### config.mk
export PLATFORM = sky130hd
export DESIGN_NAME = load_store_unit
export DESIGN_NICKNAME = d
export VERILOG_FILES = /design/src/rtl/lsu_pkg.sv /design/src/rtl/lsu_align.sv /design/src/rtl/load_store_unit.sv
export SDC_FILE = /design/constraint.sdc
export NUM_CORES = 1
export LEC_CHECK = 0
export ABC_AREA = 1
export BUFFER_PORTS_ARGS = -buffer_cell sky130_fd_sc_hd__buf_2
export CORE_MARGIN = 4
export CORE_UTILIZATION = 49
export DETAILED_ROUTE_END_ITERATION = 6
export GPL_ROUTABILITY_DRIVEN = 0
export HOLD_SLACK_MARGIN = 0.12
export MAX_ROUTING_LAYER = met4
export PLACE_DENSITY = 0.77
export SYNTH_ARGS = -nofsm -noshare
export SYNTH_HDL_FRONTEND = slang
export SYNTH_SLANG_ARGS = --single-unit
### constraint.sdc
create_clock -name clk -period 2.05 [get_ports clk]
set_clock_uncertainty 0.1 [all_clocks]
set_input_delay 0.205 -clock clk [delete_from_list [all_inputs] [get_ports clk]]
set_output_delay 0.205 -clock clk [all_outputs]
set_load 0.1 [all_outputs]
### src/rtl/lsu_pkg.sv
// Shared encodings for the load/store unit: access sizes, FSM states and byte counts.
// Also holds the helper that maps an access size to its base lane mask.
package lsu_pkg;

  localparam logic [1:0] SIZE_BYTE = 2'd0;
  localparam logic [1:0] SIZE_HALF = 2'd1;
  localparam logic [1:0] SIZE_WORD = 2'd2;
  localparam logic [1:0] SIZE_RSVD = 2'd3;

  // IDLE accept | ACC0 first word | ACC1 following word | RESP completion pulse
  localparam logic [1:0] ST_IDLE = 2'd0;
  localparam logic [1:0] ST_ACC0 = 2'd1;
  localparam logic [1:0] ST_ACC1 = 2'd2;
  localparam logic [1:0] ST_RESP = 2'd3;

  localparam logic [2:0] NBYTES_BYTE = 3'd1;
  localparam logic [2:0] NBYTES_HALF = 3'd2;
  localparam logic [2:0] NBYTES_WORD = 3'd4;

  function automatic logic [2:0] size_nbytes(input logic [1:0] size);
    case (size)
      SIZE_BYTE: return NBYTES_BYTE;
      SIZE_HALF: return NBYTES_HALF;
      SIZE_WORD: return NBYTES_WORD;
      default:   return 3'd0;
    endcase
  endfunction

  function automatic logic [3:0] base_lanes(input logic [1:0] size);
    logic [4:0] m;
    m = (5'd1 << size_nbytes(size)) - 5'd1;
    return m[3:0];
  endfunction

endpackage

### src/rtl/lsu_align.sv
// Combinational lane-enable, store rotation, load byte merge and sign/zero extension.
// Load bytes are rotated right by the offset so both words land in address order.
module lsu_align
  import lsu_pkg::*;
(
  input  logic [1:0]  i_size,
  input  logic [1:0]  i_offset,
  input  logic        i_phase,
  input  logic        i_unsigned,
  input  logic [31:0] i_wdata,
  input  logic [31:0] i_rdata,
  input  logic [31:0] i_data_prev,
  output logic [3:0]  o_lanes,
  output logic        o_split,
  output logic [31:0] o_wdata_rot,
  output logic [31:0] o_data_merged,
  output logic [31:0] o_data_ext
);

  logic [7:0]  w_lanes8;
  logic [3:0]  w_byte_mask;
  logic [31:0] w_rdata_rot;

  assign w_lanes8 = {4'b0000, base_lanes(i_size)} << i_offset;
  assign o_split  = |w_lanes8[7:4];
  assign o_lanes  = i_phase ? w_lanes8[7:4] : w_lanes8[3:0];

  always_comb begin
    o_wdata_rot = i_wdata;
    w_rdata_rot = i_rdata;
    w_byte_mask = o_lanes;
    case (i_offset)
      2'd1: begin
        o_wdata_rot = {i_wdata[23:0], i_wdata[31:24]};
        w_rdata_rot = {i_rdata[7:0], i_rdata[31:8]};
        w_byte_mask = {o_lanes[0], o_lanes[3:1]};
      end
      2'd2: begin
        o_wdata_rot = {i_wdata[15:0], i_wdata[31:16]};
        w_rdata_rot = {i_rdata[15:0], i_rdata[31:16]};
        w_byte_mask = {o_lanes[1:0], o_lanes[3:2]};
      end
      2'd3: begin
        o_wdata_rot = {i_wdata[7:0], i_wdata[31:8]};
        w_rdata_rot = {i_rdata[23:0], i_rdata[31:24]};
        w_byte_mask = {o_lanes[2:0], o_lanes[3]};
      end
      default: ;
    endcase
  end

  always_comb begin
    o_data_merged = i_data_prev;
    for (int i = 0; i < 4; i++) begin
      if (w_byte_mask[i]) o_data_merged[8*i +: 8] = w_rdata_rot[8*i +: 8];
    end
  end

  always_comb begin
    o_data_ext = o_data_merged;
    case (i_size)
      SIZE_BYTE: o_data_ext = {{24{o_data_merged[7]  & ~i_unsigned}}, o_data_merged[7:0]};
      SIZE_HALF: o_data_ext = {{16{o_data_merged[15] & ~i_unsigned}}, o_data_merged[15:0]};
      default:   o_data_ext = o_data_merged;
    endcase
  end

endmodule

### src/rtl/load_store_unit.sv
// Byte/half/word load-store unit in front of a word RAM; misaligned accesses
// that cross a word boundary take a second access cycle (ACC1).
module load_store_unit
  import lsu_pkg::*;
#(
  parameter int ADDR_WIDTH = 12
) (
  input  logic                  clk,
  input  logic                  rst_n,
  input  logic                  req_valid,
  output logic                  req_ready,
  input  logic                  req_write,
  input  logic [1:0]            req_size,
  input  logic                  req_unsigned,
  input  logic [31:0]           req_addr,
  input  logic [31:0]           req_wdata,
  output logic                  resp_valid,
  output logic [31:0]           resp_rdata,
  output logic                  resp_error,
  output logic [ADDR_WIDTH-1:0] mem_addr,
  output logic [31:0]           mem_wdata,
  output logic [3:0]            mem_wenable,
  input  logic [31:0]           mem_rdata
);

  logic [1:0]            r_state;
  logic                  r_write;
  logic [1:0]            r_size;
  logic                  r_unsigned;
  logic [ADDR_WIDTH-1:0] r_addr;
  logic [31:0]           r_wdata;
  logic [31:0]           r_data;
  logic [31:0]           r_resp_rdata;
  logic                  r_resp_error;

  logic                  w_phase;
  logic                  w_in_acc;
  logic                  w_split;
  logic [3:0]            w_lanes;
  logic [31:0]           w_wdata_rot;
  logic [31:0]           w_data_merged;
  logic [31:0]           w_data_ext;
  logic [ADDR_WIDTH-3:0] w_idx_next;
  logic                  w_unused_addr_hi;

  lsu_align u_align (
    .i_size        (r_size),
    .i_offset      (r_addr[1:0]),
    .i_phase       (w_phase),
    .i_unsigned    (r_unsigned),
    .i_wdata       (r_wdata),
    .i_rdata       (mem_rdata),
    .i_data_prev   (r_data),
    .o_lanes       (w_lanes),
    .o_split       (w_split),
    .o_wdata_rot   (w_wdata_rot),
    .o_data_merged (w_data_merged),
    .o_data_ext    (w_data_ext)
  );

  assign w_phase          = (r_state == ST_ACC1);
  assign w_in_acc         = (r_state == ST_ACC0) || (r_state == ST_ACC1);
  assign w_idx_next       = r_addr[ADDR_WIDTH-1:2] + {{(ADDR_WIDTH-3){1'b0}}, 1'b1};
  assign w_unused_addr_hi = ^req_addr[31:ADDR_WIDTH];

  assign req_ready  = (r_state == ST_IDLE);
  assign resp_valid = (r_state == ST_RESP);
  assign resp_rdata = r_resp_rdata;
  assign resp_error = r_resp_error;

  // Memory port is quiet (all zero) outside the access states.
  always_comb begin
    mem_addr    = '0;
    mem_wdata   = '0;
    mem_wenable = 4'b0000;
    if (w_in_acc) begin
      mem_addr  = w_phase ? {w_idx_next, 2'b00} : {r_addr[ADDR_WIDTH-1:2], 2'b00};
      mem_wdata = w_wdata_rot;
      if (r_write) mem_wenable = w_lanes;
    end
  end

  always_ff @(posedge clk or negedge rst_n) begin
    if (!rst_n) begin
      r_state      <= ST_IDLE;
      r_write      <= 1'b0;
      r_size       <= SIZE_BYTE;
      r_unsigned   <= 1'b0;
      r_addr       <= '0;
      r_wdata      <= '0;
      r_data       <= '0;
      r_resp_rdata <= '0;
      r_resp_error <= 1'b0;
    end else begin
      case (r_state)
        ST_IDLE: begin
          if (req_valid) begin
            r_write    <= req_write;
            r_size     <= req_size;
            r_unsigned <= req_unsigned;
            r_addr     <= req_addr[ADDR_WIDTH-1:0];
            r_wdata    <= req_wdata;
            r_data     <= '0;
            if (req_size == SIZE_RSVD) begin
              r_state      <= ST_RESP;
              r_resp_error <= 1'b1;
              r_resp_rdata <= '0;
            end else begin
              r_state <= ST_ACC0;
            end
          end
        end
        ST_ACC0, ST_ACC1: begin
          if (!r_write) r_data <= w_data_merged;
          if ((r_state == ST_ACC0) && w_split) begin
            r_state <= ST_ACC1;
          end else begin
            r_state      <= ST_RESP;
            r_resp_error <= 1'b0;
            r_resp_rdata <= r_write ? 32'd0 : w_data_ext;
          end
        end
        default: r_state <= ST_IDLE;
      endcase
    end
  end

endmodule

==> results.json, run 1 <==
{
  "synth_top_area_share_pct": 40.10,
  "worstEpCategory": "output port",
  "start_util_pct": 50.91,
  "grt.total_usage_pct": 88.96,
  "synth.distinct_cells": 41,
  "lastStage": "global routing",
  "synth-edff-count": 0,
  "io_pins": 186,
  "grt_max_degree": 59,
  "die_w_um": 129.0,
  "yosys_register_bits": 115,
  "yosysSeqAreaShare_pct": 40.10,
  "grt_overflow": 541,
  "cts-buffers-inserted": 17,
  "synth_fa_ha_area_share_pct": 1.569,
  "grt_repair_worst_endpoint": "mem_addr[10]",
  "synth-compound-area-share_pct": 24.42,
  "die_h_um": 129.0,
  "placementRows": 43,
  "numPortBuffers": 163,
  "cts_sinks": 115,
  "netlist_area_sq_um": 7177,
  "htreeDepth": 4,
  "root_buffer": "clkbuf_16",
  "ys_warn_count": 0,
  "avgSynthCellArea_sq_um": 7.429,
  "ys.flop_type": "dfrtp_1",
  "synth_mux_area_share_pct": 2.197,
  "dp_hpwl_mm": 16.91,
  "synth_area_leader_cell": "dfrtp_1",
  "synthCells": 966,
  "placed_area_sq_um": 10030,
  "cts_max_path_buffers": 2,
  "synth_top_family_by_area": "compound AO/OA/AOI/OAI gates",
  "status": "stopped before the end",
  "yosys.area_share.simple_pct": 21.57,
  "postSynth.asyncResetShare_pct": 100.0,
  "error": "[ERROR GRT-0232] Routing congestion too high. Check the congestion heatmap in the GUI.",
  "synth_xor_area_share_pct": 0.1220,
  "yosys-top-cells-area": "dfrtp_1, nand2_1, a21oi_1"
}
per-layer routing:
layer / GRT overflow / GRT usage [%]
met1: 16 / 82.74
met2: 346 / 104.9
met3: 19 / 71.93
met4: 160 / 96.73
met5: - / -
through the flow:
stage	TNS [ns]	utilization [%]	hold WS (ns)	cells	setup slack [ns]
4_1_cts	-22.62	87.24	0.1389	1446	-0.4588
3_5_place_dp	-2.623	71.15	-0.08240	1329	-0.1634
3_3_place_gp	-1.288	71.15	-0.08249	1329	-0.1069
2_1_floorplan	-16.29	-	-0.1906	967	-0.3721
cells in the mapped netlist (6+ instances only):
cell type,number
o22ai_1,56
mux2_2,14
buf_2,7
ha_1,9
inv_1,106
a221oi_1,19
nand2_2,6
nor2_1,76
and2_1,8
dfrtp_1,115
clkbuf_1,45
a211oi_1,16
nand4_1,9
o211ai_1,11
a21oi_1,125
nand2_1,199
inv_2,6
nand3_1,38
o21ai_0,46
o221ai_1,17
logic make-up after synthesis:
logic type,after synthesis
muxes,14
DFF,115
other,1
xor gates and xnor gates,1
adders and majority gates,9
and+or+nand+nor,355
buffers and inverters,177
AOI/OAI and AO/OA,294
repair_timing:
| item | 4_1_cts |
|---|---|
| resized for setup | 203 |
| pin swaps | 54 |
| setup buffers | 25 |
| hold buffers | 53 |
| hold endpoints to repair | 165 |
| setup endpoints to repair | 93 |
| gates cloned | 9 |
==> inputs of run 2 (changes only) <==
Settings changed: CORE_UTILIZATION 49 to 39, HOLD_SLACK_MARGIN 0.12 to unset, MAX_ROUTING_LAYER met4 to unset, PLACE_DENSITY 0.77 to unset, PLACE_DENSITY_LB_ADDON set to 0.15.
Clock period 2.05 ns to 2.65 ns, I/O delays scaled along.
==> results.json, run 2 <==
{
  "setup-tns-final_ns": 0,
  "status": "finished, final reports clean",
  "cp_slowest_cell": "dfrtp_2",
  "hold_path.class": "input pin to flip-flop",
  "drt-pass1-iter-count": 5,
  "synthTopCellsByCount": "nand2_1, a21oi_1, dfrtp_1",
  "timing.final.crit_share_pct": 96.62,
  "io_pins": 186,
  "root_buffer": "clkbuf_16",
  "yosys_register_bits": 115,
  "rsz0062_at_grt": "true",
  "tritoncts": "built",
  "nets": 1279,
  "grt_overflow": 0,
  "fill_cells": 1619,
  "worst_pin_slew_ns": 0.5489,
  "cts_sinks": 115,
  "routedWlPerCell_um": 17.46,
  "die_area_sq_um": 20640,
  "post-place-ws_ns": 0.1227,
  "multi_input_area_sq_um": 3991,
  "postRouteAntennaNets": 0,
  "coreArea_sq_um": 18020,
  "clk_latency_ns": 0.42,
  "die_h_um": 143.7,
  "clk_pin_slew_ns": 0.06,
  "period_minus_slack_ns": 2.560,
  "ys_warn_count": 0,
  "seqCellArea_sq_um": 2880,
  "grt_max_degree": 71,
  "synth_area_leader_cell": "dfrtp_1",
  "crit_required_ns": 2.29,
  "grt_pass1_wl_mm": 39.46,
  "worst-path-buf-inv": 4,
  "antenna_found_initial": 5,
  "vias_per_cell": 5.479,
  "mostFrequentLayoutCell": "nand2_1",
  "synthCells": 966,
  "cp_common_cell": "buf_12",
  "slew_viol_final": 0,
  "cts_max_path_buffers": 2,
  "drive_above_1_share_pct": 28.92,
  "setup-violations-final": 0,
  "cp-start-kind": "flip-flop",
  "num_vias": 7736,
  "critPathMaxStageDelay_ns": 0.49,
  "totalWireLength_mm": 24.66,
  "critPathTopFamily": "buffers and inverters",
  "placementRows": 49,
  "start_util_pct": 39.82,
  "cap_violations": 0,
  "critPathCaptureType": "output pin",
  "numPortBuffers": 163,
  "yosys-top-cells-area": "dfrtp_1, nand2_1, a21oi_1",
  "worstPathArrival_ns": 2.20,
  "grt_pass1_vias": 7543,
  "synth_top_area_share_pct": 40.10,
  "cts-buffers-inserted": 17,
  "hold_viol_final": 0,
  "yosysSeqAreaShare_pct": 40.10,
  "dp_hpwl_mm": 16.71,
  "crit_fanout": 32,
  "crit_chain": "buf_4 -> nor2_4 -> inv_2 -> buf_12 -> o21ai_0 -> a21oi_1 -> buf_12",
  "drc": 0,
  "drt_iter0_drc": 716,
  "htreeDepth": 4,
  "fin_ws_ns": 0.08966,
  "postSynth.asyncResetShare_pct": 100.0,
  "die_w_um": 143.7,
  "ys.flop_type": "dfrtp_1",
  "synth-edff-count": 0,
  "slew_headroom_pct": 63.40,
  "critical_path_class": "flip-flop to output pin",
  "avgSynthCellArea_sq_um": 7.429,
  "netlist_area_sq_um": 7177,
  "grt.total_usage_pct": 24.31,
  "syn_to_final_growth_pct": 46.65,
  "mostFrequentLayoutCells": "nand2_1, buf_2, dfrtp_1",
  "yosysMostFrequentCell": "nand2_1",
  "max_freq_mhz": 390.6,
  "synth.distinct_cells": 41
}
-- run 2: cell counts after synthesis --
No cell type changed its count.
-- run 2: metrics by stage --
| step | util [%] | cells | instance area (sq um) | hold WS [ns] |
|---|---|---|---|---|
| after detailed placement | 51.83 | 1330 | 9343 | -0.007483 |
| after CTS | 57.77 | 1402 | 10410 | 0.002256 |
| after global placement | 51.83 | 1330 | 9343 | -0.007846 |
| after global routing | 58.38 | 1411 | 10520 | 0.005972 |
| final | 58.39 | 1412 | 10530 | 0.01229 |
| after floorplan | - | 967 | 7496 | -0.1306 |
-- run 2: logic make-up after synthesis --
| kind of cell | synth area share, % |
|---|---|
| flip-flops | 40.10 |
| XOR/XNOR | 0.1221 |
| multiplexers | 2.197 |
| AND/OR/NAND/NOR | 21.57 |
| other | 0.05225 |
| adder cells (fa/ha/maj) | 1.569 |
| buffers and inverters | 9.972 |
| AO/OA/AOI/OAI | 24.42 |
-- run 2: worst register-to-register path, cell delays in order, from the launching register on --
cell and delay, ns:
dfrtp_1 0.42, ha_4 0.18, buf_4 0.14, buf_4 0.16
nor2_1 0.18, nand2_1 0.10, nand3_1 0.18, nand2_1 0.08
nand2_1 0.10, nand2_4 0.12, nand2_4 0.16, nand2_4 0.07
nand4_2 0.14, nand2_2 0.15, nand2_1 0.10, nand2_1 0.05
-- run 2: routing by layer --
layer  share of wire, %  GRT usage (%)  wire, um  vias up
met2                 46          37.88     11290      347
met4                2.4          8.573       599        4
li1                   -              -         -     3713
met1                 43          32.92     10600     3626
met5               0.11              0        26        -
met3                8.7          6.323      2134       46
-- run 2: timing repair --
action                                  in CTS  in global routing
hold buffers                                37                  0
endpoints found under the hold margin      151                  0
buffers inserted                             5                  5
gates resized for setup                     12                 19
pin swaps                                    4                  6
gates cloned                                 0                  1
endpoints found under the setup margin      11                 40
-- run 2: path summary, 6_finish.rpt --
check,to,startpoint,depth (start not counted),slack (ns)
setup reg to reg,resp_rdata[19],r_state[1],15,0.14
hold reg to reg,resp_rdata[17],resp_rdata[17],2,0.37
hold / removal,r_wdata[22],req_wdata[22],3,0.01
setup / recovery,mem_wdata[6],r_addr[0],7,0.09
max in group asynchronous,resp_rdata[10],rst_n,3,1.63
min in group asynchronous,r_wdata[19],rst_n,2,0.11
-- run 2: cell type report --
type                    instances  share of cell area [%]
multi-input cells             676                   37.92
flip-flops and latches        115                   27.37
repair buffers                243                   21.78
clock buffers                  22                   4.505
inverters                     114                   4.161
well taps                     229                   2.722
clock inverters                 9                   1.450
diodes                          4                 0.09510
Power of run 2 is not shown: default switching activity piles up to over one toggle a cycle in this logic, so the estimate is an artifact.
==> inputs of run 3 (changes only) <==
Settings changed: ABC_AREA 1 to 0.
==> results.json, run 3 <==
{
  "rsz0062_at_grt": "true",
  "grt_overflow": 0,
  "mostFrequentLayoutCells": "buf_2, dfrtp_1, nand2_1",
  "synth-edff-count": 0,
  "slew_headroom_pct": 63.90,
  "r2r-start": "r_state[0]",
  "placementRows": 48,
  "final_area_sq_um": 9518,
  "worstSetupEndpoint": "mem_addr[11]",
  "finalNonFillerCells": 1087,
  "ys.flop_type": "dfrtp_1",
  "yosys_register_bits": 115,
  "synthTopCellsByCount": "dfrtp_1, nand2_1, o21ai_0",
  "antenna_found_initial": 0,
  "yosysSeqAreaShare_pct": 41.34,
  "cts-buffers-inserted": 17,
  "whs_ns": 0.03745,
  "fill_cells": 1502,
  "reg2reg_to": "resp_rdata[22]",
  "dp_hpwl_mm": 13.64,
  "max_freq_mhz": 387.0,
  "numPortBuffers": 163,
  "r2r_slack_ns": 0.20,
  "grt_pass1_wl_mm": 31.00,
  "avgSynthCellArea_sq_um": 10.89,
  "die_w_um": 141.6,
  "coreArea_sq_um": 17420,
  "antenna_cells": 0,
  "num_vias": 5755,
  "clk_pin_slew_ns": 0.05,
  "critPathCaptureType": "output pin",
  "cp-start-kind": "flip-flop",
  "syn_to_final_growth_pct": 36.74,
  "yosys-top-cells-area": "dfrtp_1, mux2_2, mux4_2",
  "critPathMaxStageDelay_ns": 0.41,
  "critPathTopFamily": "simple AND/OR/NAND/NOR gates",
  "reg2regPathDepth": 8,
  "die_area_sq_um": 20050,
  "setup-violations-final": 0,
  "synth_area_leader_cell": "dfrtp_1",
  "worst_pin_slew_ns": 0.5413,
  "period_minus_slack_ns": 2.584,
  "vias_per_cell": 5.294,
  "crit_fanout": 4,
  "netlist_area_sq_um": 6960,
  "crit_chain": "inv_2 -> ha_4 -> nand4_1 -> nor2_2 -> nand2_1 -> or3_4 -> a21boi_2 -> buf_12",
  "cts_max_path_buffers": 2,
  "crit_path_start": "r_state[0]",
  "timing.final.crit_share_pct": 97.51,
  "drc": 0,
  "tritoncts": "built",
  "worstSetupPathDepth": 8,
  "totalWireLength_mm": 19.29,
  "die_h_um": 141.6,
  "critical_path_class": "flip-flop to output pin",
  "grt_pass1_vias": 5870,
  "status": "finished, final reports clean",
  "slew_viol_final": 0,
  "clk_latency_ns": 0.41,
  "htreeDepth": 4,
  "worst-path-buf-inv": 2,
  "min_from": "req_size[0]",
  "nets": 961,
  "grt.total_usage_pct": 19.55,
  "cp_slowest_cell": "dfrtp_1",
  "crit_required_ns": 2.29,
  "drt-pass1-iter-count": 5,
  "hold_viol_final": 0,
  "hold_path.class": "input pin to flip-flop",
  "drt_iter0_drc": 222,
  "grt_max_degree": 59,
  "ys_warn_count": 0,
  "yosysMostFrequentCell": "dfrtp_1",
  "routedWlPerCell_um": 17.74,
  "postRouteAntennaNets": 0,
  "placed_area_sq_um": 8259,
  "cap_violations": 0,
  "synth_top_area_share_pct": 41.34,
  "synthCells": 639,
  "io_pins": 186,
  "mostFrequentLayoutCell": "buf_2",
  "dp_cells": 1002,
  "start_util_pct": 39.96,
  "drive_above_1_share_pct": 41.18,
  "worstPathArrival_ns": 2.22,
  "synth.distinct_cells": 47,
  "utilization_pct": 54.65,
  "root_buffer": "clkbuf_16",
  "cts_sinks": 115,
  "postSynth.asyncResetShare_pct": 100.0
}
-- run 3: cell count changes after synthesis, sizes merged, moves of 41 or more --
cell / before / now
a21oi: 125 / 21
o22ai: 56 / 0
nor2: 78 / 13
inv: 114 / 7
nand2: 209 / 83
mux2: 14 / 71
nand3: 43 / 2
-- run 3: timing repair --
action | in CTS | in global routing
pin swaps | 0 | 4
setup endpoints to repair | 32 | 48
hold endpoints to repair | 75 | 0
gates resized for setup | 40 | 7
hold buffers | 47 | 0
buffers inserted | 2 | 4
-- run 3: worst reg2reg max path, delay by kind of cell (launching register included) --
family / cells / cell delay (ns)
AO/OA/AOI/OAI: 3 / 0.86
buffers and inverters: 2 / 0.25
flip-flops: 1 / 0.39
adder cells (fa/ha/maj): 1 / 0.18
AND/OR/NAND/NOR: 1 / 0.22
multiplexers: 1 / 0.33
-- run 3: final cells by class --
| class | instances | area, sq um | share of cell area [%] |
|---|---|---|---|
| Inverter | 7 | 26.28 | 0.2761 |
| Tap cell | 225 | 281.5 | 2.958 |
| Clock inverter | 11 | 132.6 | 1.393 |
| Sequential cell | 115 | 2887 | 30.33 |
| Multi-Input combinational cell | 468 | 3905 | 41.03 |
| Timing Repair Buffer | 240 | 1815 | 19.07 |
| Clock buffer | 21 | 470.5 | 4.943 |
-- run 3: stage by stage --
step	setup WS, ns	TNS (ns)
after detailed placement	0.05486	0
after CTS	-0.009604	-0.009604
after floorplan	-0.1214	-0.1214
final	0.06594	0
after global placement	0.08606	0
after global routing	-0.07496	-0.07496
-- run 3: kinds of logic (layout without fill, tap and decap cells) --
logic type / count (synthesis) / after routing / synth area share (%)
compound gates: 151 / 151 / 13.84
xor+xnor: 7 / 7 / 0.8808
fa+ha+maj: 9 / 9 / 1.618
buf+inv: 57 / 279 / 3.919
flops: 115 / 115 / 41.34
mux: 139 / 139 / 27.43
other cells: 1 / 2 / 0.05388
simple gates: 160 / 160 / 10.91
-- run 3: worst min-delay path by stage --
stage	to	slack, ns	cells past startpoint
final	r_size[0]	0.04	2
after global routing	r_size[0]	0.03	2
after CTS	r_size[0]	0.02	2
after detailed placement	r_wdata[5]	0.14	1
after global placement	r_wdata[5]	0.14	1
after floorplan	r_addr[0]	-0.13	0
-- run 3: routing by layer --
metal  part of all wire (%)  global-route usage [%]  wire length [um]  vias to the layer above
li1                       -                       -                 -                     2754
met1                     44                   25.89              8406                     2811
met2                     49                   31.70              9388                      163
met3                    5.6                   4.584              1088                       27
met4                    2.1                   6.616               403                        0
met5                      0                       0                 0                        -
Power of run 3 is left out for the same reason.
==> inputs of run 4 (changes only) <==
Settings changed: BUFFER_PORTS_ARGS -buffer_cell sky130_fd_sc_hd__buf_2 to unset, DONT_BUFFER_PORTS set to 1, PLACE_DENSITY set to 0.63, PLACE_DENSITY_LB_ADDON 0.15 to unset.
Clock period 2.65 ns to 2.6 ns, I/O delays scaled along.
==> results.json, run 4 (synthesized netlist as in run 3, its figures left out) <==
{
  "hold_path.class": "input pin to asynchronous set/reset pin",
  "htreeDepth": 4,
  "multi_input_area_sq_um": 3915,
  "critical_path_class": "flip-flop to output pin",
  "max_freq_mhz": 389.0,
  "io_pins": 186,
  "status": "finished with violations",
  "slew_headroom_pct": 36.54,
  "cap_violations": 0,
  "coreArea_sq_um": 17420,
  "finalNonFillerCells": 998,
  "nets": 872,
  "die_h_um": 141.6,
  "numPortBuffers": 0,
  "grt.total_usage_pct": 19.24,
  "drt_iter0_drc": 217,
  "die_w_um": 141.6,
  "timing.final.crit_share_pct": 98.86,
  "drt-pass1-iter-count": 5,
  "antenna_cells": 0,
  "dp_cells": 905,
  "crit_fanout": 3,
  "antenna_found_initial": 0,
  "post-place-ws_ns": 0.1310,
  "cts_hold_buf": 49,
  "clk_pin_slew_ns": 0.06,
  "worst_pin_slew_ns": 0.9519,
  "r2r_slack_ns": 0.19,
  "setup-violations-final": 0,
  "hold_viol_final": 115,
  "num_vias": 5586,
  "placementRows": 48,
  "period_minus_slack_ns": 2.570,
  "rsz0062_at_grt": "true",
  "grt_max_degree": 116,
  "critPathCaptureType": "output pin",
  "totalWireLength_mm": 18.90,
  "crit_required_ns": 2.24,
  "mostFrequentLayoutCell": "dfrtp_1",
  "die_area_sq_um": 20050,
  "failed_checks": "hold timing",
  "grt_overflow": 0,
  "fin_ws_ns": 0.02954,
  "grt_pass1_vias": 5873,
  "postRouteAntennaNets": 0,
  "root_buffer": "clkbuf_16",
  "syn_to_final_growth_pct": 31.94,
  "fill_cells": 1489,
  "vias_per_cell": 5.597,
  "start_util_pct": 39.96,
  "clk_latency_ns": 0.42,
  "cts_max_path_buffers": 2,
  "cts_sinks": 115,
  "drive_above_1_share_pct": 34.15,
  "drc": 0,
  "utilization_pct": 52.73,
  "worstPathArrival_ns": 2.21,
  "whs_ns": -0.5610,
  "cts-buffers-inserted": 17,
  "mostFrequentLayoutCells": "dfrtp_1, buf_4, nand2_1",
  "cp-start-kind": "flip-flop",
  "seqCellArea_sq_um": 2885,
  "grt_pass1_wl_mm": 30.56,
  "dp_hpwl_mm": 13.50,
  "slew_viol_final": 0,
  "routedWlPerCell_um": 18.94,
  "tritoncts": "built"
}
run 4: metal layers:
layer  global-route usage (%)  routed length (um)  up-vias
li1                         -                   -     2575
met1                    23.38                7532     2786
met2                    32.18                9507      193
met3                    6.842                1460       32
met4                    5.960                 400        0
met5                        0                   0        -
run 4: through the flow:
step	setup TNS, ns	instance area (sq um)
6_report	0	9184
3_5_place_dp	0	7916
2_1_floorplan	-0.1664	7033
3_3_place_gp	0	7916
4_1_cts	-0.005546	9117
5_1_grt	-0.1303	9184
run 4: final timing paths:
kind	from	endpoint	cells after the start
setup / recovery	r_state[0]	mem_addr[11]	8
hold / removal	rst_n	r_wdata[6]	0
setup reg to reg	r_state[1]	resp_rdata[16]	7
hold reg to reg	r_data[30]	r_data[30]	1
max in group asynchronous	rst_n	r_addr[1]	0
min in group clk	req_valid	r_state[1]	3
run 4: timing repair:
item | 4_1_cts | 5_1_grt
setup endpoints to repair | 11 | 40
hold endpoints to repair | 164 | 115
cloned | 0 | 0
pin swaps | 3 | 3
setup buffers | 5 | 7
gates resized for setup | 6 | 3
run 4: area by class of cell:
class                      instances  share of cell area (%)
clock buffer                      19                   4.932
inverter                           7                  0.2861
tap                              225                   3.065
timing repair buffer             151                   15.53
clock inverter                    13                   2.139
multi-input combinational        468                   42.63
sequential                       115                   31.42
run 4: critical path, stage by stage (launching register included):
cell and delay, ns:
dfrtp_1 0.40, inv_2 0.08, ha_4 0.16, nand4_1 0.14, nor2_2 0.22, nand2_1 0.09
or3_4 0.35, a21boi_4 0.16, buf_12 0.19
Power of run 4 is left out for the same reason.
